[src/rtl/riscv_pkg.sv]
// rtl/riscv_pkg.sv - shared RV32I opcode constants and immediate format enum
//
// Purpose: opcode values of the RV32I base set recognised by decode, and the
//          immediate-format selector shared between id_stage and imm_gen.
// Ports:   none (package).
package riscv_pkg;

  localparam logic [6:0] OP     = 7'b0110011;
  localparam logic [6:0] OP_IMM = 7'b0010011;
  localparam logic [6:0] LOAD   = 7'b0000011;
  localparam logic [6:0] STORE  = 7'b0100011;
  localparam logic [6:0] BRANCH = 7'b1100011;
  localparam logic [6:0] JAL    = 7'b1101111;
  localparam logic [6:0] JALR   = 7'b1100111;
  localparam logic [6:0] LUI    = 7'b0110111;
  localparam logic [6:0] AUIPC  = 7'b0010111;
  localparam logic [6:0] SYSTEM = 7'b1110011;

  // IMM_R means "no immediate": R-type and illegal opcodes produce zero.
  typedef enum logic [2:0] {
    IMM_R,
    IMM_I,
    IMM_S,
    IMM_B,
    IMM_U,
    IMM_J
  } imm_type_e;

endpackage

[src/rtl/imm_gen.sv]
// rtl/imm_gen.sv - combinational RV32I immediate generator
//
// Purpose: assembles the sign-extended immediate for the selected format.
// Ports:
//   instr    in  32    instruction word
//   imm_type in  enum  immediate format (IMM_R gives zero)
//   imm      out XLEN  immediate, sign-extended from instr[31]
module imm_gen
  import riscv_pkg::*;
#(
  parameter int XLEN = 32
) (
  input  logic [31:0]     instr,
  input  imm_type_e       imm_type,
  output logic [XLEN-1:0] imm
);

  logic [31:0] imm32;

  always_comb begin
    imm32 = '0;
    unique case (imm_type)
      IMM_I:   imm32 = {{20{instr[31]}}, instr[31:20]};
      IMM_S:   imm32 = {{20{instr[31]}}, instr[31:25], instr[11:7]};
      IMM_B:   imm32 = {{19{instr[31]}}, instr[31], instr[7], instr[30:25], instr[11:8], 1'b0};
      IMM_U:   imm32 = {instr[31:12], 12'b0};
      IMM_J:   imm32 = {{11{instr[31]}}, instr[31], instr[19:12], instr[20], instr[30:21], 1'b0};
      default: imm32 = '0;
    endcase
  end

  // Widening to XLEN keeps the sign of the 32-bit immediate.
  assign imm = XLEN'($signed(imm32));

endmodule

[src/rtl/id_stage.sv]
// rtl/id_stage.sv - RISC-V decode stage with busy scoreboard and ID/EX register
//
// Purpose: decodes the fetched instruction, reads the register file, stalls
//          fetch on read-after-write hazards and registers the decoded
//          instruction into the ID/EX pipeline register.
// Ports:
//   clk, rst                    clock (rising edge), async active-high reset
//   if_valid/if_ready           fetch handshake; if_ready is combinational
//   if_instr, if_pc             instruction word and its PC
//   rf_raddr1/2, rf_rdata1/2    register file read ports (rs1/rs2 fields)
//   wb_wen, wb_waddr            writeback strobe, clears the busy bit
//   flush                       kills ID/EX and the instruction at the input
//   ex_valid/ex_ready           execute handshake
//   ex_pc .. ex_illegal         registered decode results
module id_stage
  import riscv_pkg::*;
#(
  parameter  int XLEN = 32,
  parameter  int NREG = 32,
  localparam int RW   = $clog2(NREG)
) (
  input  logic            clk,
  input  logic            rst,
  input  logic            if_valid,
  output logic            if_ready,
  input  logic [31:0]     if_instr,
  input  logic [XLEN-1:0] if_pc,
  output logic [RW-1:0]   rf_raddr1,
  output logic [RW-1:0]   rf_raddr2,
  input  logic [XLEN-1:0] rf_rdata1,
  input  logic [XLEN-1:0] rf_rdata2,
  input  logic            wb_wen,
  input  logic [RW-1:0]   wb_waddr,
  input  logic            flush,
  output logic            ex_valid,
  input  logic            ex_ready,
  output logic [XLEN-1:0] ex_pc,
  output logic [XLEN-1:0] ex_rs1_val,
  output logic [XLEN-1:0] ex_rs2_val,
  output logic [XLEN-1:0] ex_imm,
  output logic [RW-1:0]   ex_rd,
  output logic [6:0]      ex_opcode,
  output logic [2:0]      ex_funct3,
  output logic [6:0]      ex_funct7,
  output logic            ex_we,
  output logic            ex_illegal
);

  logic [6:0]      opcode;
  logic [2:0]      funct3;
  logic [6:0]      funct7;
  logic [RW-1:0]   rs1, rs2, rd;
  logic            legal, uses_rs1, uses_rs2, writes_rd, we;
  imm_type_e       imm_type;
  logic [XLEN-1:0] imm;
  logic [NREG-1:0] busy, busy_next;
  logic            haz1, haz2, hazard, slot_free, accept, ex_hs;

  assign opcode = if_instr[6:0];
  assign rd     = RW'(if_instr[11:7]);
  assign funct3 = if_instr[14:12];
  assign rs1    = RW'(if_instr[19:15]);
  assign rs2    = RW'(if_instr[24:20]);
  assign funct7 = if_instr[31:25];

  assign rf_raddr1 = rs1;
  assign rf_raddr2 = rs2;

  always_comb begin
    legal     = 1'b1;
    uses_rs1  = 1'b1;
    uses_rs2  = 1'b0;
    writes_rd = 1'b1;
    imm_type  = IMM_R;
    unique case (opcode)
      OP: uses_rs2 = 1'b1;
      OP_IMM, LOAD, JALR, SYSTEM: imm_type = IMM_I;
      STORE: begin
        imm_type  = IMM_S;
        uses_rs2  = 1'b1;
        writes_rd = 1'b0;
      end
      BRANCH: begin
        imm_type  = IMM_B;
        uses_rs2  = 1'b1;
        writes_rd = 1'b0;
      end
      LUI, AUIPC: begin
        imm_type = IMM_U;
        uses_rs1 = 1'b0;
      end
      JAL: begin
        imm_type = IMM_J;
        uses_rs1 = 1'b0;
      end
      default: begin
        // Illegal instructions flow down the pipe but never read or write
        // registers, so they are exempt from hazard checking.
        legal     = 1'b0;
        uses_rs1  = 1'b0;
        writes_rd = 1'b0;
      end
    endcase
  end

  assign we = writes_rd && (rd != '0);

  imm_gen #(.XLEN(XLEN)) u_imm_gen (
    .instr    (if_instr),
    .imm_type (imm_type),
    .imm      (imm)
  );

  // A busy source is released in the cycle its writeback lands, since the
  // register file forwards that write onto rf_rdata. The instruction in
  // ID/EX has not yet marked the scoreboard, so it is checked directly.
  always_comb begin
    haz1 = uses_rs1 && (rs1 != '0) &&
           ((busy[rs1] && !(wb_wen && wb_waddr == rs1)) ||
            (ex_valid && ex_we && ex_rd == rs1));
    haz2 = uses_rs2 && (rs2 != '0) &&
           ((busy[rs2] && !(wb_wen && wb_waddr == rs2)) ||
            (ex_valid && ex_we && ex_rd == rs2));
  end

  assign hazard    = haz1 || haz2;
  assign slot_free = !ex_valid || ex_ready;
  assign if_ready  = slot_free && !hazard && !flush;
  assign accept    = if_valid && if_ready;
  assign ex_hs     = ex_valid && ex_ready;

  // Set is applied after clear so a same-cycle handoff to the register
  // being written back leaves it busy. Flush leaves the scoreboard alone:
  // writebacks for older instructions are still on their way.
  always_comb begin
    busy_next = busy;
    if (wb_wen) busy_next[wb_waddr] = 1'b0;
    if (ex_hs && ex_we) busy_next[ex_rd] = 1'b1;
    busy_next[0] = 1'b0;
  end

  always_ff @(posedge clk or posedge rst) begin
    if (rst) busy <= '0;
    else     busy <= busy_next;
  end

  always_ff @(posedge clk or posedge rst) begin
    if (rst) begin
      ex_valid   <= 1'b0;
      ex_pc      <= '0;
      ex_rs1_val <= '0;
      ex_rs2_val <= '0;
      ex_imm     <= '0;
      ex_rd      <= '0;
      ex_opcode  <= '0;
      ex_funct3  <= '0;
      ex_funct7  <= '0;
      ex_we      <= 1'b0;
      ex_illegal <= 1'b0;
    end else if (accept) begin
      ex_valid   <= 1'b1;
      ex_pc      <= if_pc;
      ex_rs1_val <= rf_rdata1;
      ex_rs2_val <= rf_rdata2;
      ex_imm     <= imm;
      ex_rd      <= rd;
      ex_opcode  <= opcode;
      ex_funct3  <= funct3;
      ex_funct7  <= funct7;
      ex_we      <= we;
      ex_illegal <= !legal;
    end else if (ex_ready || flush) begin
      ex_valid <= 1'b0;
    end
  end

endmodule

[config.mk]
export PLATFORM = sky130hd
export DESIGN_NAME = id_stage
export DESIGN_NICKNAME = d
export VERILOG_FILES = /design/src/rtl/riscv_pkg.sv /design/src/rtl/imm_gen.sv /design/src/rtl/id_stage.sv
export SDC_FILE = /design/constraint.sdc
export NUM_CORES = 1
export LEC_CHECK = 0
export CAP_MARGIN = 20
export CORE_ASPECT_RATIO = 2
export CORE_UTILIZATION = 49
export DETAILED_ROUTE_END_ITERATION = 10
export GPL_TIMING_DRIVEN = 0
export PLACE_DENSITY = 0.86
export SKIP_LAST_GASP = 1
export SLEW_MARGIN = 30
export SYNTH_ARGS = -nofsm -noshare
export SYNTH_HDL_FRONTEND = slang
export SYNTH_SLANG_ARGS = --single-unit
[constraint.sdc]
create_clock -name clk -period 12.2 [get_ports clk]
set_input_delay 2.44 -clock clk [delete_from_list [all_inputs] [get_ports clk]]
set_output_delay 2.44 -clock clk [all_outputs]
set_load 0.1 [all_outputs]
==> impl_results.md <==
* Clock H-tree levels at 4
* Drt drc at 0
* Max Freq at between 100 and 150 MHz
* Core Footprint at ~0.017 mm2
* Synth Register Bits at 184
* Max FO, Critical Path at 10
* TritonCTS clock tree: done
* Place WS at around 4.1 ns
* Resized Gates After CTS at 0
* Hold Buf Count CTS at 0
* Layout Skew at ~0.0095 ns
* Maxcap violations at 0
* Combinational share of power at 45.2%
* Pin count of the biggest net entering global routing at 96
* Site row count at 68
* Total power draw at ~2.3 mW
* IO Port Bufs at slightly below 300
* Synth Area in Simple Gates at under 10%
* Initial core utilization at approximately half
* Worst Setup Start Kind: input pin
* Vias in the first global route at about 7300
* Top_reg_cell synth: dfrtp_1
* Net Sw Frac at a little under half
* XOR/XNOR Fraction of Synth Area at 1.99%
* Dpl hpwl at ~21 mm
* Syn nets at roughly 830
* Setup CP Type: in2out
* Final Wtd Congestion at approximately 0.94
* LEAKAGE at roughly 5.3 nW
* Worst Tran Pin Value at between 1 and 1.5 ns
* Post-synthesis mux area share at about a quarter
* Critical Path AT at approximately 5.8 ns
* Final wirelength at about 27 mm
* Die Y at between 150 and 200 um
* Status: completed
* Die width at 96.7 um
* Internal power at ~1.3 mW
* Adder-Cell Fraction of Synth Area at 0%
* Share of layout cells above drive strength 1 at 22.2%
* Sw Pwr at roughly 1.1 mW
* Layout Area Growth over Synthesis at 42.3%
* Largest family of logic cells by synthesized area: multiplexers
* Routed length per instance at between 20 and 25 um
* Synthesized area per cell at 12.8 um2
* Clock Path Buffers at 2
* Power share of the clock group at 22.8%
* Final nets at about 1100
* CTS clk-pin slew, worst paths at ~0.070 ns
* Sequential area share after synthesis at between 50 and 60%
* # fillers at about 1200
* Number of synthesized flops with an enable pin at 0
* WP data required at a little under 10 ns
* Setup crit end kind: output pin
* CTS Root Cell: clkbuf_16
* DR iter-0 viols at 330
* Clk sinks at about 180
* Register share of total power at between 30% and 40%
* RSZ-0062 raised after global routing: false
* Max_slew headroom at 28.8%
* Cell area power density at around 190 mW/mm2
* Endpoints failing setup at 0
* Initial antenna violation count at 3
* ANT nets after route at 0
* Min Tclk post-route at a little over 8 ns
* Worst vdd ir at between 0.00015 and 0.0002 V
* Worst-Skew Late Latency at 0.43 ns
* Via count at 6872
* Router iterations before antenna repair at 5
* GRT Total Usage at between 20 and 30%
* YS warnings at 0
* Slew Viols, Final at 0
* Final setup margin at ~4.0 ns
* Gate Count Post-Synth at a little under 700
* Final hold violation count at 0
* Count of cell types in the netlist at 50
* Vias per cell at about 5.6
* Syn Std Cell Area at approximately 0.009 mm2
* Synth Area in Compound Gates at about 7.6%
* Hold Crit Class: reg2reg
* Final instance area at between 0.01 and 0.015 mm2
* IO Pins at 303
* First-pass GRT wire length at roughly 42 mm
* Asr flop ratio synth at 100%
* Post-CTS setup buffer count at 0
* Area post-placement at between 0.01 and 0.015 mm2
* TritonCTS Buffers at 17
* Setup TNS at 0 ns
* Post-layout util at ~72%
* Fin crit share at 67.1%
* Overflow after GRT at 0
* Overall die area at between 0.015 and 0.02 mm2
-- kinds of logic after synthesis --
kind of cell / Yosys count
AND/OR/NAND/NOR: 104
AO/OA/AOI/OAI: 118
multiplexers: 180
buffers and inverters: 82
XOR/XNOR: 20
flip-flops: 184
-- cells in the mapped netlist (all sizes together), types with 4 or more instances --
library cell,number,area [um2]
nor3,4,20.0
xnor2,10,87.6
nand2b,5,31.3
or3b,5,43.8
o21ai,67,335
clkbuf,14,52.6
nand3,16,80.1
dfrtp,184,4600
nand4,4,25.0
inv,31,116
mux2,131,1680
nand3b,9,67.6
nor2,11,48.8
a21oi,29,149
nor2b,8,50.1
buf,37,359
mux4,6,135
a22o,4,35.0
xor2,10,87.6
nand2,27,101
mux2i,43,430
-- power by group through the flow --
| stage | clock [mW] | sequential, mW | combinational [mW] |
|---|---|---|---|
| 6_report | 0.528 | 0.740 | 1.05 |
| 5_1_grt | 0.558 | 0.749 | 1.07 |
| 4_1_cts | 0.536 | 0.740 | 1.05 |
| 3_5_place_dp | 0 | 0.749 | 1.04 |
| 3_3_place_gp | 0 | 0.743 | 1.04 |
| 2_1_floorplan | 0 | 1.33 | 0.192 |
-- flip-flops by register name (all words and copies together) (netlist names) --
name / flops
ex_opcode: 7
ex_rs1_val: 32
ex_illegal: 1
ex_imm: 32
ex_funct7: 7
ex_funct3: 3
ex_valid: 1
ex_rs2_val: 32
ex_pc: 32
busy: 31
ex_we: 1
ex_rd: 5
-- cell type report --
type,count,area (um2),share of cell area (%)
tap,210,263,2.10
clock inverter,12,119,0.951
buffer,51,412,3.29
clock buffer,20,437,3.49
timing repair buffer,291,2890,23.1
inverter,31,124,0.991
antenna,3,7.51,0.0601
sequential,184,4600,36.8
multi-input combinational,422,3650,29.2
-- layer usage --
metal / vias to the layer above / wire [um] / global-route usage [%] / part of all wire, %
met5: - / 0 / 0 / 0
met1: 3404 / 8970 / 29.5 / 33
met3: 97 / 1620 / 6.65 / 5.9
met2: 342 / 15200 / 55.5 / 55
li1: 3029 / - / - / -
met4: 0 / 1680 / 17.8 / 6.1
-- through the flow --
| stage | instances | hold WS, ns |
|---|---|---|
| global placement | 1188 | 0.489 |
| detailed placement | 1189 | 0.493 |
| finish | 1224 | 0.507 |
| CTS | 1221 | 0.510 |
| global route | 1224 | 0.522 |
| floorplan | 688 | 0.485 |
-- cell usage in the layout (no fill, tap or decap), types with 2 or more instances in the layout --
| cell type | instances |
|---|---|
| a221oi_1 | 2 |
| a22oi_1 | 3 |
| mux2_2 | 77 |
| inv_6 | 2 |
| inv_8 | 2 |
| dfrtp_1 | 184 |
| buf_4 | 17 |
| a22o_1 | 4 |
| nand4_1 | 4 |
| a21oi_1 | 28 |
| nor3_1 | 4 |
| clkinvlp_4 | 2 |
| clkinv_2 | 2 |
| clkdlybuf4s50_1 | 281 |
| mux2_4 | 54 |
| or3b_2 | 5 |
| and3_1 | 2 |
| nor2_1 | 10 |
| mux2i_1 | 43 |
| nand2b_1 | 5 |
| buf_2 | 17 |
| xnor2_1 | 10 |
| o21ai_0 | 67 |
| or4_1 | 3 |
| nor4_1 | 2 |
| mux4_2 | 6 |
| clkbuf_1 | 17 |
| clkbuf_16 | 17 |
| xor2_1 | 10 |
| clkinv_4 | 4 |
| inv_1 | 30 |
| buf_12 | 6 |
| and2_1 | 3 |
| buf_6 | 5 |
| diode_2 | 3 |
| nor2b_1 | 8 |
| or3_1 | 3 |
| nand3_1 | 16 |
| nand3b_1 | 9 |
| nand2_1 | 27 |
-- path summary, 6_finish.rpt --
check,endpoint,depth (start not counted),slack [ns],startpoint
min in group asynchronous,ex_pc[20],2,2.51,rst
setup reg to reg,ex_pc[14],10,9.25,ex_rd[2]
setup / recovery,if_ready,8,4.01,if_instr[21]
hold / removal,ex_rs2_val[29],1,0.51,ex_rs2_val[29]
max in group asynchronous,ex_imm[13],3,8.75,rst
hold reg to reg,ex_rs2_val[29],1,0.51,ex_rs2_val[29]
-- critical path, stage by stage --
cell             delay, ns
clkdlybuf4s50_1       0.61
buf_2                 0.32
mux4_2                0.34
mux2_2                0.30
a21oi_2               0.19
o211ai_2              0.17
a21oi_1               0.19
clkdlybuf4s50_1       1.18
No activity file was read; power rests on OpenSTA's default activity.
